===== src/rtl/uart_line_echo.sv =====
// Line-buffered UART echo engine. It collects rx bytes into a line, then replays the line
// through an optional case/reverse transform, followed by an optional CR LF suffix.
module uart_line_echo #(
    parameter int unsigned       DATA_W      = 8,
    parameter int unsigned       DEPTH       = 128,
    parameter logic [DATA_W-1:0] TERM_CHAR   = DATA_W'(8'h0A),
    parameter int unsigned       TIMEOUT_CYC = 43_400,
    parameter bit                APPEND_CRLF = 1'b1
) (
    input  logic                       sys_clk,
    input  logic                       sys_rst,
    input  logic [1:0]                 mode,
    input  logic [DATA_W-1:0]          rx_data,
    input  logic                       rx_valid,
    output logic [DATA_W-1:0]          tx_data,
    output logic                       tx_valid,
    input  logic                       tx_ready,
    output logic [$clog2(DEPTH+1)-1:0] line_len,
    output logic                       line_done,
    output logic                       rx_drop,
    output logic                       busy
);
    localparam int unsigned       CNT_W     = $clog2(DEPTH + 1);
    localparam int unsigned       PTR_W     = $clog2(DEPTH);
    localparam int unsigned       IDLE_W    = (TIMEOUT_CYC > 1) ? $clog2(TIMEOUT_CYC) : 1;
    localparam logic [IDLE_W-1:0] IDLE_LAST = IDLE_W'((TIMEOUT_CYC > 0) ? TIMEOUT_CYC - 1 : 0);
    localparam logic [CNT_W-1:0]  FULL      = CNT_W'(DEPTH);
    localparam logic [DATA_W-1:0] CR        = DATA_W'(8'h0D);
    localparam logic [DATA_W-1:0] LF        = DATA_W'(8'h0A);

    typedef enum logic [2:0] {S_RX, S_TX_BODY, S_TX_CR, S_TX_LF, S_DONE} state_t;
    state_t state, state_nx;

    logic [DATA_W-1:0] mem [DEPTH];
    logic [CNT_W-1:0]  cnt, left, cnt_m1;
    logic [PTR_W-1:0]  rd_ptr;
    logic [IDLE_W-1:0] idle;
    logic [1:0]        mode_q;
    logic              in_rx, is_term, store, close, accept, load_body, body_last;

    function automatic logic [DATA_W-1:0] xform(input logic [DATA_W-1:0] b, input logic [1:0] m);
        logic [DATA_W-1:0] r;
        r = b;
        if (m == 2'd1 && b >= DATA_W'(8'h61) && b <= DATA_W'(8'h7A))
            r = b - DATA_W'(8'h20);
        else if (m == 2'd2 && b >= DATA_W'(8'h41) && b <= DATA_W'(8'h5A))
            r = b + DATA_W'(8'h20);
        return r;
    endfunction

    always_comb begin
        in_rx     = (state == S_RX);
        is_term   = rx_valid && (rx_data == TERM_CHAR);
        store     = in_rx && rx_valid && !is_term && (cnt != FULL);
        close     = in_rx && (is_term || (cnt == FULL) ||
                    ((TIMEOUT_CYC != 0) && (cnt != '0) && (idle == IDLE_LAST) && !rx_valid));
        accept    = tx_valid && tx_ready;
        // left counts body bytes still to be loaded; the last accept then hands over to CR
        load_body = (state == S_TX_BODY) && (!tx_valid || accept) && (left != '0);
        body_last = (state == S_TX_BODY) && accept && (left == '0);
        cnt_m1    = cnt - CNT_W'(1);
        line_done = (state == S_DONE);
        busy      = (state == S_TX_BODY) || (state == S_TX_CR) || (state == S_TX_LF);

        state_nx = state;
        case (state)
            S_RX: begin
                if (close) begin
                    if (cnt != '0)       state_nx = S_TX_BODY;
                    else if (APPEND_CRLF) state_nx = S_TX_CR;
                    else                 state_nx = S_DONE;
                end
            end
            S_TX_BODY: if (body_last) state_nx = APPEND_CRLF ? S_TX_CR : S_DONE;
            S_TX_CR:   if (accept) state_nx = S_TX_LF;
            S_TX_LF:   if (accept) state_nx = S_DONE;
            S_DONE:    state_nx = S_RX;
            default:   state_nx = S_RX;
        endcase
    end

    always_ff @(posedge sys_clk) begin
        if (sys_rst) state <= S_RX;
        else         state <= state_nx;
    end

    always_ff @(posedge sys_clk) begin
        if (store) mem[cnt[PTR_W-1:0]] <= rx_data;
    end

    always_ff @(posedge sys_clk) begin
        if (sys_rst) begin
            cnt      <= '0;
            left     <= '0;
            rd_ptr   <= '0;
            idle     <= '0;
            mode_q   <= '0;
            tx_data  <= '0;
            tx_valid <= 1'b0;
            line_len <= '0;
            rx_drop  <= 1'b0;
        end else begin
            rx_drop <= rx_valid && (!in_rx || (!is_term && cnt == FULL));
            if (store) begin
                cnt  <= cnt + CNT_W'(1);
                idle <= '0;
            end else if (in_rx && idle != IDLE_LAST) begin
                idle <= idle + IDLE_W'(1);
            end
            if (close) begin
                mode_q   <= mode;
                line_len <= cnt;
                left     <= cnt;
                rd_ptr   <= (mode == 2'd3) ? cnt_m1[PTR_W-1:0] : '0;
            end
            if (load_body) begin
                tx_data  <= xform(mem[rd_ptr], mode_q);
                tx_valid <= 1'b1;
                left     <= left - CNT_W'(1);
                rd_ptr   <= (mode_q == 2'd3) ? rd_ptr - PTR_W'(1) : rd_ptr + PTR_W'(1);
            end
            if (body_last) begin
                tx_data  <= CR;
                tx_valid <= APPEND_CRLF;
            end
            if (state == S_TX_CR) begin
                if (!tx_valid) begin
                    tx_data  <= CR;
                    tx_valid <= 1'b1;
                end else if (accept) begin
                    tx_data <= LF;
                end
            end
            if (state == S_TX_LF && accept) tx_valid <= 1'b0;
            if (state == S_DONE) begin
                cnt  <= '0;
                idle <= '0;
            end
        end
    end
endmodule


===== config.mk =====
export PLATFORM = sky130hd
export DESIGN_NAME = uart_line_echo
export DESIGN_NICKNAME = d
export VERILOG_FILES = /design/src/rtl/uart_line_echo.sv
export SDC_FILE = /design/constraint.sdc
export NUM_CORES = 1
export LEC_CHECK = 0
export CORE_ASPECT_RATIO = 0.9
export CORE_UTILIZATION = 61
export CTS_CLUSTER_DIAMETER = 200
export CTS_CLUSTER_SIZE = 8
export DETAILED_ROUTE_END_ITERATION = 12
export DONT_BUFFER_PORTS = 1
export PLACE_DENSITY = 0.77
export SYNTH_ARGS = -nofsm -noshare
export SYNTH_HDL_FRONTEND = slang
export SYNTH_SLANG_ARGS = --single-unit

===== constraint.sdc =====
create_clock -name sys_clk -period 10.4 [get_ports sys_clk]
set_clock_uncertainty 0.1 [all_clocks]
set_input_delay 1.04 -clock sys_clk [delete_from_list [all_inputs] [get_ports sys_clk]]
set_output_delay 1.04 -clock sys_clk [all_outputs]
set_load 0.05 [all_outputs]

## Word level (Yosys, flattened, before mapping)

Memory sizes are Yosys's and may differ from the RTL's. A register that Yosys moved wholly into a read port is not among the register bits.
Index checks and enable logic that the tools add are counted.

| operators by class | value |
|---|---|
| add/sub/neg operators | 8 |
| $lt $le $gt $ge | 4 |
| reduce and logical (&&, ||, !) cells | 39 |
| mux-type cells | 27 |
| equal/unequal tests | 17 |

Operators by type and width:

| operator | count |
|---|---|
| 2-to-1 mux 8 bit | 9 |
| 2-to-1 mux 7 bit | 6 |
| logical AND 1 bit | 20 |
| adder 16 x 1 -> 16 bit (second input constant) | 1 |
| equality test 16 bit (second input constant) | 1 |
| >= comparator 8 x 7 -> 1 bit (second input constant) | 2 |
| <= comparator 8 x 7 -> 1 bit (second input constant) | 2 |
| != test 16 bit (second input constant) | 1 |
| nonzero test 8 bit | 2 |
| subtractor 7 x 1 -> 7 bit (second input constant) | 2 |
| 2-to-1 mux 3 bit | 4 |
| one-hot mux 3 bit (4 select lines) | 1 |
| adder 8 x 1 -> 8 bit (second input constant) | 1 |
| adder 8 x 6 -> 8 bit (second input constant) | 1 |
| equality test 8 x 4 -> 1 bit (second input constant) | 1 |
| equality test 8 bit (second input constant) | 1 |
| logical NOT 8 bit | 1 |
| != test 8 bit (second input constant) | 1 |
| subtractor 8 x 1 -> 8 bit (second input constant) | 1 |
| subtractor 8 x 6 -> 8 bit (second input constant) | 1 |
| adder 7 x 1 -> 7 bit (second input constant) | 1 |
| equality test 2 bit (second input constant) | 3 |
| equality test 3 x 2 -> 1 bit (second input constant) | 2 |
| logical OR 1 bit | 6 |
| 13 further kinds | 24 |

| storage, ports and cells | value |
|---|---|
| flip-flop bits (word level) | 62 |
| memories | 1 |
| output and inout port bits | 20 |
| bits of input ports | 14 |
| bits in writable memories | 1024 |

Memories:

| name | depth | bits a word | rd ports | clocked after memory_dff | write ports | RTL line | text |
|---|---|---|---|---|---|---|---|
| mem | 128 | 8 | 1 | 1 | 1 | 34 | `logic [DATA_W-1:0] mem [DEPTH];` |

## Depth between registers and ports, before layout

| depth | value |
|---|---|
| word-level depth | 10 |
| mapped depth | 18 |
| mapped depth without buffers | 13 |

## Worst setup path before layout

OpenSTA, ideal clock, no wires.

| timing | value |
|---|---|
| kind | register to register |
| start point | reg (tool-made name) |
| end point | reg tx_data[7] |
| slack | 6.523 ns |
| data arrival time | 3.658 ns |
| buffers on the path | 4 |
| stages on the path, launching flop included | 18 |
| path through | dfxtp_1 -> buf_6 -> buf_6 -> buf_4 -> buf_2 -> mux4_2 -> mux4_2 -> mux2i_1 -> nor2_1 -> nor3_1 -> a21oi_1 -> ha_1 -> and3b_1 -> o41ai_1 -> nand4b_1 -> o21ai_1 -> a41o_1 -> o221a_1 |

RTL lines:

| what | RTL line | text |
|---|---|---|
| end signal, assigned | 117 | `tx_data <= xform(mem[rd_ptr], mode_q);` |
| end, declared | 15 | `output logic [DATA_W-1:0] tx_data,` |

==> results.cfg <==
[route]
vias = 23310
ant_nets = 0
viasPerCell = 7.097
wirelength_um = 113600
drc_errors = 0
wire_per_inst_um = 34.58
drtPass1Iterations = 6
drtIter0Drc = 3573

[worst_setup_path]
arrival_ns = 6.15
crit_path_end_kind = flop
worstSetupPathType = flop to flop
start_kind = flop
crit_fanout = 47
required_ns = 10.90

[cts]
cts.clk_slew.worst_paths_ns = 0.05
h-tree-depth = 4
clock_path_buffers = 3
cts_num_sinks = 1093
clock_tree.root_cell = clkbuf_16
clk_latency_ns = 0.74
post_cts_resized = 0
hold_buffers = 0
cts_setup_buffers = 0
tritoncts = done
cts_buffers = 154

[timing]
tightest_slew_ns = 1.260
final.setup.tns_ns = 0
drv_slew = 0
rsz0062_at_grt = false
period_minus_slack_ns = 5.651
max_slew_margin_pct = 15.66
max_clock_freq_mhz = 177.0
setup_viol_count_final = 0
hold_violations = 0
hold_ws_ns = 0.2925
fin_crit_sh_pct = 54.33

[logic_synthesis]
syn-instance-count = 2215
synth_top_family_by_area = multiplexers
synth_xor_area_share_pct = 0.6099
synth_mux_area_share_pct = 15.07
synth.avg_cell_area_sq_um = 19.45
synth_top_area_share_pct = 71.38
synthArstFlopShare_pct = 0
synth_compound_area_share_pct = 3.006
yosys-top-cells-count = edfxtp_1 (1,024), mux4_2 (266), nor2_1 (194)
synth_area_sq_um = 43080
synthDistinctLibCells = 67
synth_simple_gate_area_share_pct = 4.743
synth_fa_ha_area_share_pct = 0.4531
synthTopCellsByArea = edfxtp_1 (71%), mux4_2 (14%), dfxtp_1 (3.2%), nor2_1 (1.7%), o22ai_1 (0.70%)
synth_seq_cells = 1093
ys.flop_type = edfxtp_1
yosys.area.top_type = edfxtp_1
synth_seq_area_share_pct = 74.58
syn_nets = 2244
synth_edf_count = 1024
ys_warn_count = 0
synth_most_common_cell = edfxtp_1

[final_layout]
drive_gt1_share_pct = 21.43
post-route-util_pct = 68.87
nets = 2306
syn2layout_area_growth_pct = 11.88

[global_route]
grt_pass1_vias = 23400
grt_pass1_wl_um = 163600
overflow = 0
grt_antenna_before_repair = 0
track_usage_pct = 32.72
grt_max_degree = 130

[placed_design]
portBuffers = 0
gp_congestion = 0.9958
hpwl_um = 62650

[floorplan]
fp.coreArea_sq_um = 69990
rows = 92
dieArea_sq_um = 71690
die_h_um = 254.1
initial_core_util_pct = 61.56
die_x_um = 282.1
pin_count = 34

[flow_run]
maxCapViolations = 0

[outcome]
status = completed

[power]
power_density_nw_per_um2 = 196.9
ir_drop_uv = 184.2
power_leakage_nw = 14.61

[worst_hold_path]
hold_path.class = primary input to flop
## cells by family after synthesis
| group | after synthesis |
|---|---|
| DFF | 1093 |
| xor gates and xnor gates | 30 |
| and+or+nand+nor | 436 |
| adders and majority gates | 15 |
| muxes | 313 |
| AOI/OAI and AO/OA | 192 |
| buffers and inverters | 136 |
## worst max-delay path: stages (launching register included)
cell and delay (ns):
dfxtp_4 0.97, buf_4 0.70, nor2b_1 0.88, a22oi_1 0.28
nand3_1 0.17, o21ai_0 0.28, or4_1 0.70, ha_1 0.25
and3b_1 0.17, o41ai_1 0.07, nand4b_1 0.21, o21ai_1 0.15
a41o_1 0.28, o221a_1 0.22
## power breakdown
group / switching, mW / total [mW] / internal [mW]
registers: 0.00585 / 4.83 / 4.82
clock network: 1.84 / 4.59 / 2.75
logic: 0.0501 / 0.0723 / 0.0223
## state kept, by name, indices dropped and copies added, names as in the netlist, named ones only
name / cells
cnt: 8
idle: 16
left: 8
line_len: 8
mem: 1024
mode_q: 2
rd_ptr: 7
rx_drop: 1
state: 3
tx_data: 8
tx_valid: 1
## routing by layer
metal	vias to the layer above	GRT usage, %	routed length [um]
met5	-	0	0
met4	0	15.58	5938
met3	393	9.561	14200
met2	1873	50.09	53290
met1	11870	43.79	40130
li1	9168	-	-
## final timing paths
check,startpoint,end,slack (ns),cells past startpoint
max,flop,tx_data[7],4.75,13
max reg2reg,flop,tx_data[7],4.75,13
min,sys_rst,tx_valid,0.29,1
min reg2reg,left[7],left[7],0.39,2
## layout make-up
class / count / area, sq um
Fill cell: 4167 / 21790
Clock inverter: 12 / 186.4
Sequential cell: 1093 / 32150
Inverter: 17 / 63.81
Multi-Input combinational cell: 986 / 10290
Tap cell: 940 / 1176
Timing Repair Buffer: 25 / 187.7
Antenna cell: 1 / 2.502
Clock buffer: 210 / 4149
## metrics by stage
step           worst slack, ns  cells  total power [mW]  area [sq um]
6_report                 4.749   3284             9.491         48200
5_1_grt                  4.630   3283             9.672         48200
4_1_cts                  4.883   3283             9.499         48200
3_3_place_gp             5.015   3061             4.974         43860
3_5_place_dp             4.992   3061             4.976         43860
2_1_floorplan            6.523   2215             4.954         43080
## placed cells by master, fill, tap and decap left out, drive strengths merged, types with 6 or more instances in the layout
cell    netlist  final
and3          6      6
o211ai        7      7
a31oi        12     12
edfxtp     1024   1024
dfxtp        69     69
nand2        78     78
and2          9      9
mux2         24     24
nand3b        7      7
xor2         16     16
nand3        34     34
o21ai        21     21
nor4         13     13
nand2b        9      9
nor3b         6      6
o22ai        48     48
xnor2        14     14
mux2i        23     23
ha           14     14
buf          67     25
nand4        15     15
a22oi        17     17
clkbuf       52    210
nor2        194    194
mux4        266    266
a21oi        31     31
inv          17     23
a211oi        8      8
clkinv        0      6
or3           8      8
nor3         22     22
nor2b        15     15
(Power assumes the default switching activity.)
